File: src/rtl/led_breathe.sv
// led_breathe: LED "breathing" controller.
// A WIDTH-bit free-running PWM counter compares against a duty register
// (LEVEL) that ramps up and down in STEP increments, once per TICK strobe,
// with an optional dwell of HOLD ticks at the peak and at the trough.
//
// Ports:
//   CLK    in   single clock, same domain as the upstream tick source
//   RESETN in   asynchronous active-low reset
//   TICK   in   one-cycle strobe advancing the ramp (level-sampled each edge)
//   EN     in   level enable; low forces OFF and clears all progress
//   LED    out  registered PWM drive, one cycle behind the compare
//   LEVEL  out  current duty value
//   STATE  out  encoded FSM state
//
// state   | meaning
// --------+-----------------------------------------------
// OFF     | disabled; LEVEL=0, waiting for EN
// RISE    | LEVEL += STEP per tick, saturating at max
// HOLD_HI | dwell at max for HOLD ticks
// FALL    | LEVEL -= STEP per tick, clamping at 0
// HOLD_LO | dwell at 0 for HOLD ticks

module led_breathe #(
    parameter int WIDTH = 8,
    parameter int STEP  = 1,
    parameter int HOLD  = 4
) (
    input  logic             CLK,
    input  logic             RESETN,
    input  logic             TICK,
    input  logic             EN,
    output logic             LED,
    output logic [WIDTH-1:0] LEVEL,
    output logic [2:0]       STATE
);

    typedef enum logic [2:0] {
        S_OFF     = 3'd0,
        S_RISE    = 3'd1,
        S_HOLD_HI = 3'd2,
        S_FALL    = 3'd3,
        S_HOLD_LO = 3'd4
    } state_t;

    localparam int HCW = (HOLD > 1) ? $clog2(HOLD) : 1;
    localparam logic [HCW-1:0]   HOLD_LAST = (HOLD > 0) ? HCW'(HOLD - 1) : '0;
    localparam logic [WIDTH-1:0] LEVEL_MAX = '1;
    localparam logic [WIDTH:0]   STEP_W    = (WIDTH + 1)'(STEP);

    state_t           state;
    logic [WIDTH-1:0] level_q;
    logic [WIDTH-1:0] pwm_cnt;
    logic [HCW-1:0]   hold_cnt;

    // Ramp arithmetic is done one bit wider so saturation/clamping never wraps.
    logic [WIDTH:0] rise_sum;
    logic           rise_sat;
    logic           fall_zero;

    always_comb begin
        rise_sum  = {1'b0, level_q} + STEP_W;
        rise_sat  = (rise_sum >= {1'b0, LEVEL_MAX});
        fall_zero = ({1'b0, level_q} <= STEP_W);
    end

    always_ff @(posedge CLK or negedge RESETN) begin
        if (!RESETN) begin
            pwm_cnt <= '0;
        end else if (!EN) begin
            pwm_cnt <= '0;
        end else begin
            pwm_cnt <= pwm_cnt + 1'b1;
        end
    end

    // LED compares against the pre-edge LEVEL, so a ramp step shows up on
    // the pin one cycle after LEVEL changes.
    always_ff @(posedge CLK or negedge RESETN) begin
        if (!RESETN) begin
            LED <= 1'b0;
        end else begin
            LED <= (pwm_cnt < level_q);
        end
    end

    always_ff @(posedge CLK or negedge RESETN) begin
        if (!RESETN) begin
            state    <= S_OFF;
            level_q  <= '0;
            hold_cnt <= '0;
        end else if (!EN) begin
            // Enable has priority over a coincident tick; no resume on re-enable.
            state    <= S_OFF;
            level_q  <= '0;
            hold_cnt <= '0;
        end else begin
            case (state)
                S_OFF: begin
                    state    <= S_RISE;
                    level_q  <= '0;
                    hold_cnt <= '0;
                end
                S_RISE: begin
                    if (TICK) begin
                        if (rise_sat) begin
                            level_q <= LEVEL_MAX;
                            state   <= (HOLD > 0) ? S_HOLD_HI : S_FALL;
                        end else begin
                            level_q <= rise_sum[WIDTH-1:0];
                        end
                    end
                end
                S_HOLD_HI: begin
                    if (TICK) begin
                        if (hold_cnt == HOLD_LAST) begin
                            hold_cnt <= '0;
                            state    <= S_FALL;
                        end else begin
                            hold_cnt <= hold_cnt + 1'b1;
                        end
                    end
                end
                S_FALL: begin
                    if (TICK) begin
                        if (fall_zero) begin
                            level_q <= '0;
                            state   <= (HOLD > 0) ? S_HOLD_LO : S_RISE;
                        end else begin
                            level_q <= level_q - STEP_W[WIDTH-1:0];
                        end
                    end
                end
                S_HOLD_LO: begin
                    if (TICK) begin
                        if (hold_cnt == HOLD_LAST) begin
                            hold_cnt <= '0;
                            state    <= S_RISE;
                        end else begin
                            hold_cnt <= hold_cnt + 1'b1;
                        end
                    end
                end
                default: begin
                    state    <= S_OFF;
                    level_q  <= '0;
                    hold_cnt <= '0;
                end
            endcase
        end
    end

    assign LEVEL = level_q;
    assign STATE = state;

endmodule

File: config.mk
export PLATFORM = sky130hd
export DESIGN_NAME = led_breathe
export DESIGN_NICKNAME = d
export VERILOG_FILES = /design/src/rtl/led_breathe.sv
export SDC_FILE = /design/constraint.sdc
export NUM_CORES = 1
export LEC_CHECK = 0
export CAP_MARGIN = 20
export CORE_ASPECT_RATIO = 1.25
export CORE_MARGIN = 2
export CORE_UTILIZATION = 45
export CTS_CLUSTER_DIAMETER = 80
export DETAILED_ROUTE_END_ITERATION = 10
export PLACE_DENSITY = 0.74
export SKIP_CTS_REPAIR_TIMING = 1
export SLEW_MARGIN = 20
export SYNTH_ARGS = -nofsm -noshare
export SYNTH_HDL_FRONTEND = slang
export SYNTH_SLANG_ARGS = --single-unit
export TNS_END_PERCENT = 1
File: constraint.sdc
create_clock -name CLK -period 3.15 [get_ports CLK]
set_input_delay 0.63 -clock CLK [delete_from_list [all_inputs] [get_ports CLK]]
set_output_delay 0.63 -clock CLK [all_outputs]
set_load 0.01 [all_outputs]
==> summary.md, run 1 <==
| Metric | Value |
|---|---|
| Status | finished clean |
| Arrival time worst endpoint | 2.68 ns |
| Layout cells sized above 1 | 6.57% |
| Total congestion overflow | 0 |
| Worst Setup Path Type | reg -> reg |
| CTS root buffer | clkbuf_8 |
| Cells after DPL | 264 |
| I/O Pins | 16 |
| Clock Sinks | 22 |
| Synthesized netlist cell count | 206 |
| Setup TNS | 0 ns |
| DR vias/cell | 5.83 |
| Wire per inst | 15.2 um |
| Pins Over Slew Limit | 0 |
| Mean post-synth cell area | 8.73 um^2 |
| Power Density | 597 nW/um^2 |
| Die W | 60.5 um |
| Setup violators final | 0 |
| Top post-synthesis cells by area | dfrtp_1 (31%), ha_1 (9.0%), o21ai_0 (5.0%) |
| Cell Area, Synth | 1800 um^2 |
| Hold depth | 1 |
| Synthesized net count | 223 |
| Post-synth EDFFs | 0 |
| TritonCTS clock tree | done |
| Post-Route M1 WL | 1830 um |
| Slowest CP cell | dfrtp_1 |
| Post-layout net count | 232 |
| Main synth FF type | dfrtp_1 |
| Register area share after synthesis | 30.6% |
| Sw power | 0.526 mW |
| Final Cycle Share | 78.7% |
| Non-Filler Instances | 267 |
| F_max | 403 MHz |
| Initial core utilization | 47.1% |
| First drt pass iteration count | 4 |
| DR DRC count | 0 |
| Post-synth top area cell | dfrtp_1 |
| Final hold slack | 0.486 ns |
| WL met3 | 220 um |
| Switching Fraction | 45.0% |
| Largest net degree at the start of global routing | 23 |
| CP max FO | 10 |
| Met2 WL | 1910 um |
| Clock power share | 15.8% |
| Setup slack after layout | 0.671 ns |
| Yosys top cell area share | 30.6% |
| Antenna cells | 0 |
| Combinational fraction of design power | 49.2% |
| Yosys reg bits | 22 |
| Fraction of registers with async set/reset | 100% |
| Final Hold Fails | 0 |
| Final core occ | 51.3% |
| Worst Clk Skew | 0.0106 ns |
| Max_slew headroom | 57.6% |
| DPL Wire Length | 2930 um |
| RSZ-0062 raised after global routing | no |
| Synth warn | 0 |
| Initial antenna violation count | 0 |
| DR vias | 1,556 |
| Final ANT Viol Nets | 0 |
| Core Rows | 25 |
| Peak VDD IR | 0.000331 V |
| GP Congestion | 0.868 |
| Pint | 0.643 mW |
| Die Ht | 74.7 um |
| 1st-iter DRT viols | 97 |
| Min Clock Period, post-route | 2.48 ns |
| Nature of the critical path startpoint | flop |
| First-pass GRT wire length | 7070 um |
| Critical Path Max Stage Delay | 0.52 ns |
| FF-to-FF path depth | 8 |
| Max-cap check violation count | 0 |
| Core area | 3820 um^2 |
| Library cells used by synthesis | 53 |
| Uppermost routed layer | met4 |
| IO buf count | 15 |
| Routed wire length | 4050 um |
| Clk slew on worst S/H paths | 0.09 ns |
| LEAKAGE | 0.781 nW |
| Worst Path Required | 3.35 ns |
| Least-Margin Pin Slew | 0.630 ns |
| Gr usage total | 20.5% |
| Critical-path cell list | inv_1 > ha_1 > o21bai_1 > o31ai_4 > nor2_1 > a211oi_1 > a31oi_1 > a2bb2oi_1 |
| Worst skew pair latency | 0.27 ns |
| Layout area overhead | 8.91% |
| Setup WS pre-CTS | 0.595 ns |
| Hold crit path type | reg -> reg |
| H-tree Lvls | 1 |
| Clock tree buffer depth | 2 |
| Vias in the first global route | 1,505 |
| Reg power frac | 35.0% |
| Area of the die | 4520 um^2 |
| Crit. End Element | flop |
| CTS Buf Count | 3 |
-- cell usage after synthesis (2+ instances only) --
master / number
and3_1: 3
nor2b_1: 3
nand4_1: 3
dfrtp_1: 22
nand3_1: 9
inv_1: 11
a32oi_1: 2
nand2b_1: 2
clkbuf_1: 2
a32o_1: 2
ha_1: 13
xor2_1: 2
buf_2: 3
and2_1: 8
o21ai_2: 2
a21oi_1: 9
clkbuf_8: 2
nor3_1: 7
xnor2_1: 8
buf_6: 5
o21ai_0: 18
nand2_1: 13
o22ai_1: 2
o311ai_0: 2
a31oi_1: 3
nor4_1: 3
a211oi_1: 3
nor2_1: 19
-- cell type report --
| class | count | area (um^2) |
|---|---|---|
| clock buffer | 3 | 41.3 |
| inverter | 11 | 41.3 |
| tap | 54 | 67.6 |
| multi-input combinational | 161 | 1100 |
| sequential | 22 | 551 |
| fill | 372 | 1860 |
| timing repair buffer | 16 | 158 |
-- final timing paths --
check / start / to / slack [ns]
setup / recovery: LEVEL[0]$_DFFE_PN0P_ / LEVEL[2]$_DFFE_PN0P_ / 0.67
hold / removal: pwm_cnt[0]$_DFF_PN0_ / pwm_cnt[0]$_DFF_PN0_ / 0.49
setup reg to reg: LEVEL[0]$_DFFE_PN0P_ / LEVEL[2]$_DFFE_PN0P_ / 0.67
hold reg to reg: pwm_cnt[0]$_DFF_PN0_ / pwm_cnt[0]$_DFF_PN0_ / 0.49
max in group asynchronous: RESETN / pwm_cnt[3]$_DFF_PN0_ / 2.21
min in group asynchronous: RESETN / hold_cnt[0]$_DFFE_PN0P_ / 0.70
-- worst max-delay path, delay by kind of cell (launching register included) --
kind | cells | cell delay, ns
AOI/OAI and AO/OA | 5 | 1.00
adders and majority gates | 1 | 0.35
DFF | 1 | 0.52
and+or+nand+nor | 1 | 0.39
buffers and inverters | 1 | 0.15
-- metal layers --
layer	global-route usage, %	up-vias
met5	0	-
li1	-	769
met4	8.21	0
met2	33.1	70
met3	2.41	9
met1	28.1	708
-- power groups by stage --
stage               Clock (mW)  Sequential [mW]  Combinational (mW)
global route             0.193            0.420               0.644
finish                   0.184            0.409               0.575
floorplan                    0            0.378               0.447
CTS                      0.185            0.407               0.570
detailed placement           0            0.413               0.564
global placement             0            0.409               0.566
-- sequential cells by signal, indices dropped and copies added (netlist names) --
register  flops
LEVEL         8
pwm_cnt       8
STATE         3
LED           1
hold_cnt      2
-- stage by stage --
step           power (mW)  area (um^2)
6_report             1.17         1960
3_5_place_dp        0.977         1920
2_1_floorplan       0.825         1800
5_1_grt              1.26         1960
3_3_place_gp        0.976         1920
4_1_cts              1.16         1960
-- cell usage in the layout (no fill, tap or decap), types with 9 or more instances in the layout --
master	n
nand2_1	13
clkdlybuf4s50_1	15
a21oi_1	9
inv_1	11
dfrtp_1	22
o21ai_0	18
ha_1	13
nand3_1	9
nor2_1	19
-- cell families after synthesis --
logic type,after synthesis,share of synthesized area (%)
and+or+nand+nor,79,23.1
AOI/OAI and AO/OA,57,22.8
buffers and inverters,23,8.21
DFF,22,30.6
adders and majority gates,13,9.05
xor gates and xnor gates,10,4.87
muxes,2,1.39
Power figures use the tool's default switching activity.
==> run 2: changes to the inputs <==
clock period = 2.4 ns   (was 3.15 ns; I/O delays follow)
==> summary.md, run 2 (synthesis gave the netlist of run 1 again) <==
| Metric | Value |
|---|---|
| Largest net degree at the start of global routing | 23 (unchanged) |
| Total congestion overflow | 0 (unchanged) |
| DR DRC count | 0 (unchanged) |
| Worst skew pair latency | 0.26 ns (about the same) |
| Bufs and invs on worst path | 1 (unchanged) |
| Area of the die | 4520 um^2 (unchanged) |
| LEAKAGE | 0.840 nW (+7.6%) |
| GP Congestion | 0.895 (+3.1%) |
| Start point of the critical path | LEVEL[1]$_DFFE_PN0P_ |
| CTS root buffer | clkbuf_8 |
| Cells after DPL | 276 (+4.5%) |
| Most frequent cells in the layout | dfrtp_1 (22), nor2_1 (19), o21ai_0 (18), clkdlybuf4s50_1 (15) |
| Clock tree buffer depth | 2 (unchanged) |
| Post-DP Area | 2010 um^2 (+4.7%) |
| Final Cycle Share | 93.4% (+15 points) |
| R2R Setup Slk | 0.16 ns (-0.51 ns) |
| Critical Path Max Stage Delay | 0.46 ns (-0.06 ns) |
| IO buf count | 15 (unchanged) |
| Peak VDD IR | 0.000404 V (+22%) |
| Worst Path Required | 2.55 ns (-0.80 ns) |
| CTS Buf Count | 3 (unchanged) |
| Post-layout net count | 244 (+5.2%) |
| First-pass GRT wire length | 7270 um (+2.7%) |
| Least-Margin Pin Slew | 0.606 ns (-0.0234 ns) |
| CP max FO | 7 (-3) |
| Setup violators final | 0 (unchanged) |
| Cell class contributing the biggest share of worst-path delay | compound AO/OA/AOI/OAI gates |
| Die W | 60.5 um (unchanged) |
| R2r startpoint | LEVEL[1]$_DFFE_PN0P_ |
| Commonest non-fill, non-tap cell in the layout | dfrtp_1 |
| Crit. End Element | flop |
| Clk slew on worst S/H paths | 0.08 ns (about the same) |
| Initial core utilization | 47.1% (unchanged) |
| I/O Pins | 16 (unchanged) |
| Initial antenna violation count | 0 (unchanged) |
| Vias in the first global route | 1,579 (+4.9%) |
| Slowest CP cell | a2111oi_4 |
| First drt pass iteration count | 5 (+1) |
| Die Ht | 74.7 um (unchanged) |
| Core area | 3820 um^2 (unchanged) |
| H-tree Lvls | 1 (unchanged) |
| FF-to-FF path depth | 7 (-1) |
| Hold crit path type | reg -> reg |
| Design Area, Final | 2050 um^2 (+4.7%) |
| Setup slack after layout | 0.158 ns (-0.514 ns) |
| Final hold slack | 0.499 ns (+0.0131 ns) |
| Routed wire length | 4250 um (+5.1%) |
| F_max | 446 MHz (+11%) |
| DPL Wire Length | 3190 um (+8.9%) |
| Worst reg2reg endpoint | STATE[2]$_DFFE_PN0P_ |
| RSZ-0062 raised after global routing | no |
| Setup WS pre-CTS | 0.0925 ns (-0.503 ns) |
| Core Rows | 25 (unchanged) |
| Worst Setup Path Type | reg -> reg |
| TritonCTS clock tree | done |
| Antenna cells | 0 (unchanged) |
| Layout cells sized above 1 | 12.0% (+5.4 points) |
| Wire per inst | 15.2 um (+0.57%) |
| Gr usage total | 21.2% (+0.62 points) |
| Nature of the critical path startpoint | flop |
| Worst Clk Skew | 0.00506 ns (-0.00553 ns) |
| Arrival time worst endpoint | 2.39 ns (-0.29 ns) |
| Setup crit end | STATE[2]$_DFFE_PN0P_ |
| DR vias | 1,644 (+5.7%) |
| Fillers | 356 (-4.3%) |
| Max_slew headroom | 59.1% (+1.6 points) |
| DR vias/cell | 5.89 (+1.1%) |
| Non-Filler Instances | 279 (+4.5%) |
| Setup TNS | 0 ns (unchanged) |
| Min Clock Period, post-route | 2.24 ns (-0.236 ns) |
| 1st-iter DRT viols | 70 (-28%) |
| Max-cap check violation count | 0 (unchanged) |
| Clock Sinks | 22 (unchanged) |
| Power Density | 777 nW/um^2 (+30%) |
| Status | finished clean |
| Critical-path cell list | ha_2 > inv_1 > a21oi_1 > a211o_2 > a2111oi_4 > o21ai_2 > mux2_4 |
| Final ANT Viol Nets | 0 (unchanged) |
| Pins Over Slew Limit | 0 (unchanged) |
| Worst path depth | 7 (-1) |
| Final Hold Fails | 0 (unchanged) |
| Layout area overhead | 14.1% |
[run 2: metal layers]
layer | vias up | part of all wire (%) | routed length (um) | track usage, %
li1 | 787 | - | - | -
met4 | 0 | 2.4 | 104 | 8.45
met2 | 74 | 49 | 2080 | 36.4
met3 | 12 | 5.4 | 228 | 2.41
met5 | - | 0 | 0 | 0
met1 | 771 | 43 | 1840 | 27.0
[run 2: worst min path at each step]
stage,cells after the start,startpoint,to,slack [ns]
after CTS,1,pwm_cnt[0]$_DFF_PN0_,pwm_cnt[0]$_DFF_PN0_,0.51
after detailed placement,1,pwm_cnt[0]$_DFF_PN0_,pwm_cnt[0]$_DFF_PN0_,0.50
final,1,pwm_cnt[0]$_DFF_PN0_,pwm_cnt[0]$_DFF_PN0_,0.50
after global placement,1,pwm_cnt[0]$_DFF_PN0_,pwm_cnt[0]$_DFF_PN0_,0.46
after floorplan,0,RESETN,LED$_DFF_PN0_,0.18
after global routing,1,pwm_cnt[0]$_DFF_PN0_,pwm_cnt[0]$_DFF_PN0_,0.53
[run 2: cell type report]
type | instances | area [um^2] | share of cell area [%]
multi-input combinational | 161 | 1100 | 53.8
sequential | 22 | 551 | 26.8
timing repair buffer | 28 | 248 | 12.1
tap | 54 | 67.6 | 3.29
clock buffer | 3 | 41.3 | 2.01
inverter | 11 | 41.3 | 2.01
[run 2: report_power, final]
part	leakage, nW	internal (mW)	switching (mW)
Sequential	0.300	0.422	0.0692
Combinational	0.519	0.371	0.497
Clock	0.0216	0.112	0.122
Total	0.840	0.905	0.688
[run 2: metrics by stage]
step,power (mW),utilization (%)
2_1_floorplan,1.08,-
3_3_place_gp,1.34,52.6
3_5_place_dp,1.35,52.6
4_1_cts,1.59,53.7
5_1_grt,1.72,53.7
6_report,1.59,53.7
==> run 3: changes to the inputs <==
HOLD_SLACK_MARGIN = 0.1   (was unset)
==> results of run 3 <==
No change in the layout: final DEF, timing and power equal those of run 2.
